--- src/rtl/sdram_line_xfer.sv ---
// Cache line (4 x 32b) <-> one 8-beat x 16b SDRAM burst, one transfer in flight.
// Optional stall timeout enabled by defining SDRAM_XFER_TIMEOUT_EN.
module sdram_line_xfer #(
  parameter int ADDR_W      = 32,
  parameter int BURST_LEN   = 8,
  parameter int TIMEOUT_CYC = 1023
) (
  input  logic              clk,
  input  logic              rst_n,
  input  logic              req_valid,
  output logic              req_ready,
  input  logic              req_write,
  input  logic [ADDR_W-1:0] req_addr,
  input  logic [127:0]      req_wdata,
  output logic              resp_valid,
  output logic [127:0]      resp_rdata,
  output logic              resp_err,
  output logic [23:0]       sd_addr,
  output logic              sd_wr_req,
  output logic              sd_rd_req,
  input  logic              sd_ack,
  output logic [15:0]       sd_wdata,
  input  logic              sd_wr_beat,
  input  logic [15:0]       sd_rdata,
  input  logic              sd_rd_valid
);
  localparam int            BW   = $clog2(BURST_LEN);
  localparam logic [BW-1:0] LAST = BW'(BURST_LEN - 1);

  typedef enum logic [2:0] {IDLE, WR_REQ, WR_DATA, RD_REQ, RD_DATA, DONE} state_t;

  state_t                     state_q, state_d;
  logic                       ready_q;
  logic [23:0]                addr_q;
  logic [BURST_LEN-1:0][15:0] line_q;
  logic [BURST_LEN-1:0][15:0] rbuf_q, rbuf_d;
  logic [127:0]               rdata_q, rdata_d;
  logic [BW-1:0]              beat_q, beat_d, slot;
  logic                       accept;
  logic                       unused_ok;

  assign accept = req_valid & ready_q;
  // beat 0 travels in the most significant 16 bits of the line
  assign slot   = LAST - beat_q;

`ifdef SDRAM_XFER_TIMEOUT_EN
  localparam int CW = $clog2(TIMEOUT_CYC + 1);
  logic [CW-1:0] cnt_q, cnt_d;
  logic          err_q, err_d;
  logic          stall_st, evt, expire;

  assign stall_st = (state_q == WR_REQ) || (state_q == RD_REQ) ||
                    (state_q == WR_DATA) || (state_q == RD_DATA);
  assign evt      = (((state_q == WR_REQ) || (state_q == RD_REQ)) && sd_ack) ||
                    ((state_q == WR_DATA) && sd_wr_beat) ||
                    ((state_q == RD_DATA) && sd_rd_valid);
  assign expire   = stall_st && !evt && (cnt_q == CW'(TIMEOUT_CYC - 1));
  assign resp_err = (state_q == DONE) & err_q;
  assign unused_ok = ^{req_addr[ADDR_W-1:25], req_addr[3:0]};
`else
  assign resp_err  = 1'b0;
  assign unused_ok = ^{req_addr[ADDR_W-1:25], req_addr[3:0], 1'(TIMEOUT_CYC)};
`endif

  always_comb begin
    state_d = state_q;
    beat_d  = beat_q;
    rbuf_d  = rbuf_q;
    rdata_d = rdata_q;
    unique case (state_q)
      IDLE:    if (accept) state_d = req_write ? WR_REQ : RD_REQ;
      WR_REQ:  if (sd_ack) begin state_d = WR_DATA; beat_d = '0; end
      RD_REQ:  if (sd_ack) begin state_d = RD_DATA; beat_d = '0; end
      WR_DATA: if (sd_wr_beat) begin
        if (beat_q == LAST) state_d = DONE;
        else                beat_d  = beat_q + 1'b1;
      end
      RD_DATA: if (sd_rd_valid) begin
        rbuf_d[slot] = sd_rdata;
        if (beat_q == LAST) begin
          state_d = DONE;
          rdata_d = rbuf_d;
        end else begin
          beat_d = beat_q + 1'b1;
        end
      end
      DONE:    state_d = IDLE;
      default: state_d = IDLE;
    endcase
`ifdef SDRAM_XFER_TIMEOUT_EN
    err_d = err_q;
    if (accept) err_d = 1'b0;
    if (expire) begin
      state_d = DONE;
      err_d   = 1'b1;
    end
    cnt_d = (stall_st && !evt) ? cnt_q + 1'b1 : '0;
`endif
  end

  always_ff @(posedge clk or negedge rst_n) begin
    if (!rst_n) begin
      state_q <= IDLE;
      ready_q <= 1'b0;
      addr_q  <= '0;
      line_q  <= '0;
      rbuf_q  <= '0;
      rdata_q <= '0;
      beat_q  <= '0;
    end else begin
      state_q <= state_d;
      ready_q <= (state_d == IDLE);
      rbuf_q  <= rbuf_d;
      rdata_q <= rdata_d;
      beat_q  <= beat_d;
      if (accept) begin
        addr_q <= {req_addr[24:4], 3'b000};
        line_q <= req_wdata;
      end
    end
  end

`ifdef SDRAM_XFER_TIMEOUT_EN
  always_ff @(posedge clk or negedge rst_n) begin
    if (!rst_n) begin
      cnt_q <= '0;
      err_q <= 1'b0;
    end else begin
      cnt_q <= cnt_d;
      err_q <= err_d;
    end
  end
`endif

  assign req_ready  = ready_q;
  assign resp_valid = (state_q == DONE);
  assign resp_rdata = rdata_q;
  assign sd_addr    = addr_q;
  assign sd_wr_req  = (state_q == WR_REQ);
  assign sd_rd_req  = (state_q == RD_REQ);
  assign sd_wdata   = (state_q == WR_DATA) ? line_q[slot] : 16'h0000;

endmodule

--- config.mk ---
export PLATFORM = sky130hd
export DESIGN_NAME = sdram_line_xfer
export DESIGN_NICKNAME = d
export VERILOG_FILES = /design/src/rtl/sdram_line_xfer.sv
export SDC_FILE = /design/constraint.sdc
export NUM_CORES = 1
export LEC_CHECK = 0
export BUFFER_PORTS_ARGS = -buffer_cell sky130_fd_sc_hd__buf_2
export CORE_ASPECT_RATIO = 1.1
export CORE_UTILIZATION = 54
export CTS_CLUSTER_SIZE = 40
export DETAILED_ROUTE_END_ITERATION = 12
export GPL_TIMING_DRIVEN = 0
export MAX_ROUTING_LAYER = met4
export PLACE_DENSITY = 0.88
export SLEW_MARGIN = 30
export SYNTH_ARGS = -nofsm -noshare
export SYNTH_HDL_FRONTEND = slang
export SYNTH_SLANG_ARGS = --single-unit
--- constraint.sdc ---
create_clock -name clk -period 2.1 [get_ports clk]
set_input_delay 0.105 -clock clk [delete_from_list [all_inputs] [get_ports clk]]
set_output_delay 0.105 -clock clk [all_outputs]
set_load 0.01 [all_outputs]
==> flow_metrics.py, run 1 <==
metrics = {
    "status": {
        "status": "finished with violations",
        "failing_checks": "setup timing",
    },
    "drt": {
        "detail_route.drc_violations": 0,
        "routed_wire_length_per_instance_um": 24.54,
        "postRouteWirelength_um": 54980,
        "route.vias.total": 13250,
        "firstDrtPassIters": 6,
        "via_per_inst": 5.913,
        "drt_iter0_drc": 1304,
        "postRouteAntennaNets": 0,
    },
    "global_route": {
        "pin_count_of_the_biggest_net_entering_global_routing": 91,
        "number_of_global_route_vias_before_repair": 14070,
        "grt_remaining_overflow": 0,
        "grt_pass1_wl_um": 82400,
        "track_usage_pct": 36.93,
        "grt_antenna_before_repair": 0,
    },
    "setup_path": {
        "worst-path-buf-inv": 4,
        "critPathLaunchType": "flop",
        "req_time_crit_path_ns": 2.00,
        "critPathMostFrequentCell": "sky130_fd_sc_hd__buf_8",
        "r2r_end": "rbuf_q[110]",
        "worst_path_max_delay_cell": "sky130_fd_sc_hd__dfrtp_2",
        "critical_path.cell_chain": "buf_8 -> buf_8 -> buf_12 -> mux4_2 -> mux2i_1 -> nor2_1 -> buf_2",
        "critical_path.top_delay_family": "buffers and inverters",
        "max_stage_delay_ns": 0.43,
        "regToRegStartpoint": "beat_q[2]",
        "critical_path_cell_count": 7,
        "r2r.worst_path.cells": 7,
        "critPathMaxFanout": 10,
        "wp_data_arrival_ns": 2.29,
        "ff2ff_setup_slack_ns": 0.04,
        "criticalPathCategory": "flop to output pin",
        "setup.worst_path.end_class": "output pin",
    },
    "synthesis": {
        "synth_area_um2": 16320,
        "number_of_enable_type_register_cells_in_the_synthesized_netlist": 0,
        "postSynth.topFlopCell": "sky130_fd_sc_hd__dfrtp_1",
        "synth-compound-area-share_pct": 2.331,
        "synth_area_per_cell_um2": 12.64,
        "yosys_warnings": 0,
        "dominant_combinational_cell_family_by_area_after_synthesis": "multiplexers",
        "flops_latches_synth": 396,
        "adder_and_majority_gate_portion_of_the_synthesized_area_pct": 0.1534,
        "yosys.area_share.xor_xnor_pct": 0.05368,
        "synth-simple-area-share_pct": 10.54,
        "post_synth_inst_count": 1291,
        "ys_types": 49,
        "synth-async-reset-ratio_pct": 100.0,
        "synth.yosys.seq_area_share_pct": 60.74,
        "synth.area.mux_share_pct": 22.75,
    },
    "clock_network": {
        "ctsLongestPathBuffers": 3,
        "tritoncts_num_sinks": 396,
        "tritoncts": "done",
        "clock-root-buffer": "sky130_fd_sc_hd__clkbuf_16",
        "cts_buffers": 40,
        "cts_htree_levels": 2,
        "clk_latency_ns": 0.53,
        "clk_pin_slew_ns": 0.06,
    },
    "die": {
        "core_area_um2": 29650,
        "die_h_um": 184.3,
        "core.rowCount": 66,
        "initial_core_util_pct": 55.04,
        "io_pins": 356,
        "die_area_um2": 30910,
        "die_width_um": 167.7,
    },
    "layout": {
        "final_nets": 2025,
        "final_cell_mix": "395 x sky130_fd_sc_hd__dfrtp_1, 373 x sky130_fd_sc_hd__nand2_1, 350 x sky130_fd_sc_hd__buf_2",
        "layout.area.seq_um2": 9911,
        "fillers": 1732,
        "layout.cells.most_common": "sky130_fd_sc_hd__dfrtp_1",
        "syn2layout_area_growth_pct": 34.12,
        "multi_input_area_um2": 6032,
        "final_layout_size_suffix_gt1_share_pct": 43.52,
        "final_cell_count_no_fill": 2241,
    },
    "placed_design": {
        "gp_congestion": 0.8822,
        "post-place-cells": 1996,
        "placement.setup.worst_slack_ns": -0.03889,
        "dpl.hpwl_um": 31970,
        "port_buffers": 324,
    },
    "timing": {
        "postLayoutSetupSlackWorst_ns": -0.2926,
        "max_slew.worst_pin.slew_ns": 0.9746,
        "maxClockFrequency_ghz": 0.4180,
        "setup_total_negative_slack_ns": -2.624,
        "setup_repair_after_global_routing_missed_its_margin": "yes",
        "finalHoldViolCount": 0,
        "period_share_pct": 113.9,
        "timing.final.max_slew_violations": 0,
        "setup_viol": 16,
        "post-route-min-period_ns": 2.393,
        "max_slew_margin_pct": 35.02,
        "setup_clock_skew_after_layout_ns": 0.01508,
    },
    "hold_path": {
        "holdCritStartpoint": "sd_rd_valid",
        "hold_depth": 4,
        "hold_class": "primary input to flop",
        "hold-path-endpoint": "state_q[0]",
    },
    "pwr": {
        "pwr_density_cell_nw_per_um2": 1224,
        "peakVddDrop_v": 0.0009339,
        "leakage_nw": 11.18,
    },
    "job": {
        "drv.max_cap_violation_count": 0,
    },
}
==> routing by layer <==
metal	up-vias	global-route usage, %	routed length [um]
li1	5434	-	-
met1	6580	40.40	18900
met2	926	60.93	27070
met3	311	8.353	5096
met4	0	24.22	3915
met5	-	-	0
==> Yosys cell counts, types with 2 or more instances <==
library cell / count / area [um^2]
sky130_fd_sc_hd__buf_4: 18 / 135.1
sky130_fd_sc_hd__nand2b_1: 3 / 18.77
sky130_fd_sc_hd__a221oi_1: 6 / 52.55
sky130_fd_sc_hd__buf_1: 3 / 11.26
sky130_fd_sc_hd__nand3_1: 2 / 10.01
sky130_fd_sc_hd__a221o_1: 2 / 20.02
sky130_fd_sc_hd__nand2_1: 385 / 1445
sky130_fd_sc_hd__buf_2: 32 / 160.2
sky130_fd_sc_hd__buf_6: 10 / 112.6
sky130_fd_sc_hd__inv_1: 5 / 18.77
sky130_fd_sc_hd__nand3_2: 5 / 50.05
sky130_fd_sc_hd__o2bb2ai_1: 2 / 17.52
sky130_fd_sc_hd__clkbuf_1: 29 / 108.9
sky130_fd_sc_hd__a31oi_1: 2 / 12.51
sky130_fd_sc_hd__nor2_1: 6 / 22.52
sky130_fd_sc_hd__ha_1: 2 / 25.02
sky130_fd_sc_hd__o21ai_0: 21 / 105.1
sky130_fd_sc_hd__a22o_1: 3 / 26.28
sky130_fd_sc_hd__mux2i_1: 22 / 220.2
sky130_fd_sc_hd__mux2_1: 2 / 22.52
sky130_fd_sc_hd__dfrtp_1: 396 / 9910
sky130_fd_sc_hd__a22oi_1: 3 / 22.52
sky130_fd_sc_hd__a21oi_1: 15 / 75.07
sky130_fd_sc_hd__and3b_1: 2 / 17.52
sky130_fd_sc_hd__mux2_2: 264 / 2973
sky130_fd_sc_hd__mux4_2: 22 / 495.5
sky130_fd_sc_hd__nor2b_1: 7 / 43.79
==> metrics by stage <==
step / util, % / power, mW / instance area (um^2) / hold WS [ns]
6_report: 73.81 / 26.79 / 21880 / 0.04526
2_1_floorplan: - / 14.95 / 16330 / -0.1906
5_1_grt: 73.80 / 27.47 / 21880 / 0.04497
4_1_cts: 73.35 / 25.50 / 21750 / 0.009845
3_5_place_dp: 62.53 / 17.49 / 18540 / 0.06710
3_3_place_gp: 62.12 / 17.01 / 18420 / 0.3354
==> flip-flops by register name, summed over array words and instances (netlist names) <==
name and count:
beat_q 3, req_ready 1, resp_rdata 128, sd_addr 21, rbuf_q 112, state_q 3
line_q 128
==> cells by family (layout without fill, tap and decap cells) <==
group	count (synthesis)	count (layout)
AO/OA/AOI/OAI	60	60
XOR/XNOR	1	1
adder cells (fa/ha/maj)	2	2
buffers and inverters	99	671
flip-flops	396	396
multiplexers	310	310
other	1	5
AND/OR/NAND/NOR	422	422
==> report_power, final <==
part / internal (mW) / switching [mW] / total [mW]
clock: 4.11 / 2.98 / 7.09
sequential: 9.70 / 1.61 / 11.3
combinational: 4.19 / 4.20 / 8.38
total: 18.0 / 8.79 / 26.8
==> area by class of cell <==
class | instances | share of cell area (%)
timing repair buffer | 505 | 16.08
tap | 374 | 2.138
clock inverter | 9 | 0.4803
buffer | 92 | 2.962
sequential | 396 | 45.29
multi-input combinational | 799 | 27.57
antenna | 1 | 0.01144
clock buffer | 59 | 5.363
inverter | 6 | 0.1029
==> what timing repair did <==
action	CTS	global route
cloned	3	0
hold buffers	153	0
pin swaps	19	9
resized for setup	71	18
endpoints found under the hold margin	276	0
buffers inserted	13	9
setup endpoints to repair	22	17
==> tightest hold or removal path, delay by kind of cell <==
kind,cells,cell delay [ns]
compound gates,2,0.22
buf+inv,1,0.11
simple gates,1,0.07
==> how the worst max path moves through the flow <==
stage / start / end
floorplan: beat_q[1] / rbuf_q[37]
global placement: rst_n / line_q[21]
detailed placement: beat_q[1] / sd_wdata[11]
CTS: beat_q[2] / sd_wdata[4]
global route: beat_q[1] / sd_wdata[2]
finish: beat_q[2] / sd_wdata[2]
(Power assumes the default switching activity.)
==> run 2: changes to the inputs <==
- PLACE_DENSITY: 0.88 -> 0.8
- TNS_END_PERCENT: default -> 50
==> flow_metrics.py, run 2 (synthesized netlist as in run 1, its figures left out) <==
metrics = {
    "status": {
        "status": "finished with violations",
        "failing_checks": "setup timing",
    },
    "clock_network": {
        "cts_htree_levels": 2,
        "clk_pin_slew_ns": 0.06,
        "clk_latency_ns": 0.54,
        "tritoncts_num_sinks": 396,
        "tritoncts": "done",
        "cts_buffers": 40,
        "clock-root-buffer": "sky130_fd_sc_hd__clkbuf_16",
        "ctsLongestPathBuffers": 3,
    },
    "layout": {
        "syn2layout_area_growth_pct": 33.77,
        "final_nets": 2020,
        "final_cell_mix": "395 x sky130_fd_sc_hd__dfrtp_1, 380 x sky130_fd_sc_hd__nand2_1, 350 x sky130_fd_sc_hd__buf_2",
        "fillers": 1799,
        "layout.area.seq_um2": 9911,
        "final_layout_size_suffix_gt1_share_pct": 42.37,
        "layout.cells.most_common": "sky130_fd_sc_hd__dfrtp_1",
        "multi_input_area_um2": 5995,
    },
    "setup_path": {
        "r2r.worst_path.cells": 7,
        "worst-path-buf-inv": 4,
        "critPathLaunchType": "flop",
        "ff2ff_setup_slack_ns": 0.02,
        "max_stage_delay_ns": 0.58,
        "criticalPathCategory": "flop to output pin",
        "critical_path.top_delay_family": "buffers and inverters",
        "setup.worst_path.end_class": "output pin",
        "r2r_end": "state_q[1]",
        "worst_path_max_delay_cell": "sky130_fd_sc_hd__mux4_2",
        "regToRegStartpoint": "beat_q[2]",
        "critical_path.cell_chain": "buf_6 -> buf_12 -> buf_4 -> mux4_2 -> nand2_1 -> a21oi_1 -> buf_2",
        "wp_data_arrival_ns": 2.27,
        "critPathMaxFanout": 10,
        "req_time_crit_path_ns": 2.00,
    },
    "hold_path": {
        "hold_depth": 4,
        "holdCritStartpoint": "sd_ack",
        "hold-path-endpoint": "state_q[0]",
        "hold_class": "primary input to flop",
    },
    "timing": {
        "maxClockFrequency_ghz": 0.4217,
        "max_slew.worst_pin.slew_ns": 0.9027,
        "timing.final.max_slew_violations": 0,
        "setup_repair_after_global_routing_missed_its_margin": "yes",
        "max_slew_margin_pct": 39.82,
        "post-route-min-period_ns": 2.371,
        "finalHoldViolCount": 0,
        "postLayoutSetupSlackWorst_ns": -0.2715,
        "period_share_pct": 112.9,
        "setup_viol": 16,
        "setup_clock_skew_after_layout_ns": 0.02129,
    },
    "drt": {
        "route.vias.total": 13080,
        "detail_route.drc_violations": 0,
        "postRouteWirelength_um": 53940,
        "routed_wire_length_per_instance_um": 24.11,
        "detail_route.wirelength.met1_um": 19130,
        "met3_wirelength_um": 4536,
        "postRouteAntennaNets": 0,
        "met2_wirelength_um": 26440,
        "routed.top_layer": "met4",
        "drt_iter0_drc": 948,
        "firstDrtPassIters": 5,
        "via_per_inst": 5.845,
    },
    "placed_design": {
        "gp_congestion": 0.8722,
        "placement.setup.worst_slack_ns": -0.03089,
        "dpl.hpwl_um": 31310,
        "port_buffers": 324,
    },
    "global_route": {
        "track_usage_pct": 34.67,
        "number_of_global_route_vias_before_repair": 13540,
        "grt_remaining_overflow": 0,
        "pin_count_of_the_biggest_net_entering_global_routing": 87,
        "grt_antenna_before_repair": 1,
        "grt_pass1_wl_um": 77470,
    },
    "pwr": {
        "peakVddDrop_v": 0.001080,
        "pwr_density_cell_nw_per_um2": 1212,
        "total_power_mw": 26.45,
        "leakage_nw": 11.17,
    },
    "die": {
        "core.rowCount": 66,
        "core_area_um2": 29650,
        "die_area_um2": 30910,
        "die_h_um": 184.3,
        "die_width_um": 167.7,
        "io_pins": 356,
        "initial_core_util_pct": 55.04,
    },
    "job": {
        "drv.max_cap_violation_count": 0,
    },
}
[run 2: changes by cell type in the layout (fill, tap and decap cells not counted), sizes merged]
cell,before,now
diode,1,3
buf,415,407
clkinv,4,2
clkinvlp,1,0
clkbuf,88,93
[run 2: area by class of cell]
class / count / share of cell area [%]
diodes: 3 / 0.03440
plain buffers: 92 / 2.970
clock buffers: 61 / 5.412
clock inverters: 6 / 0.4013
inverters: 6 / 0.1032
multi-input cells: 799 / 27.47
flip-flops and latches: 396 / 45.41
well taps: 374 / 2.144
repair buffers: 500 / 16.06
[run 2: worst max path at each step]
stage | startpoint | endpoint | cells after the start
after global placement | rst_n | line_q[60] | 1
after CTS | beat_q[2] | sd_wdata[4] | 6
final | beat_q[1] | sd_wdata[14] | 7
after detailed placement | beat_q[1] | sd_wdata[7] | 7
after global routing | beat_q[1] | sd_wdata[14] | 7
after floorplan | beat_q[1] | rbuf_q[37] | 6
[run 2: timing repair]
action	4_1_cts	5_1_grt
cloned	1	3
endpoints found under the setup margin	16	19
hold buffers	153	0
gates resized for setup	48	23
hold endpoints to repair	235	0
setup buffers	7	8
pin swaps	10	9
[run 2: layer usage]
metal / vias to the layer above / track usage, %
met2: 916 / 58.02
met4: 0 / 21.61
met5: - / -
met1: 6432 / 37.82
met3: 290 / 7.623
li1: 5438 / -
[run 2: per-stage QoR]
step	std cells	instance area, um^2	hold slack (ns)	setup TNS (ns)	util (%)
after floorplan	1294	16330	-0.1906	0	-
after global placement	1992	18420	0.3354	-2584.20	62.12
after detailed placement	1996	18540	0.1479	-0.03089	62.53
after CTS	2223	21590	0.01656	-1.746	72.84
after global routing	2235	21820	0.05619	-3.649	73.61
final	2237	21830	0.05410	-2.916	73.62
[run 2: tightest hold or removal path, cell delays in order]
cell,delay [ns]
sky130_fd_sc_hd__buf_2,0.13
sky130_fd_sc_hd__inv_1,0.05
sky130_fd_sc_hd__a32oi_1,0.05
sky130_fd_sc_hd__o2bb2ai_1,0.19
[run 2: where the power goes]
group / internal (mW) / switching [mW] / total [mW]
Clock: 4.11 / 2.94 / 7.05
Sequential: 9.70 / 1.57 / 11.3
Combinational: 4.13 / 3.99 / 8.12
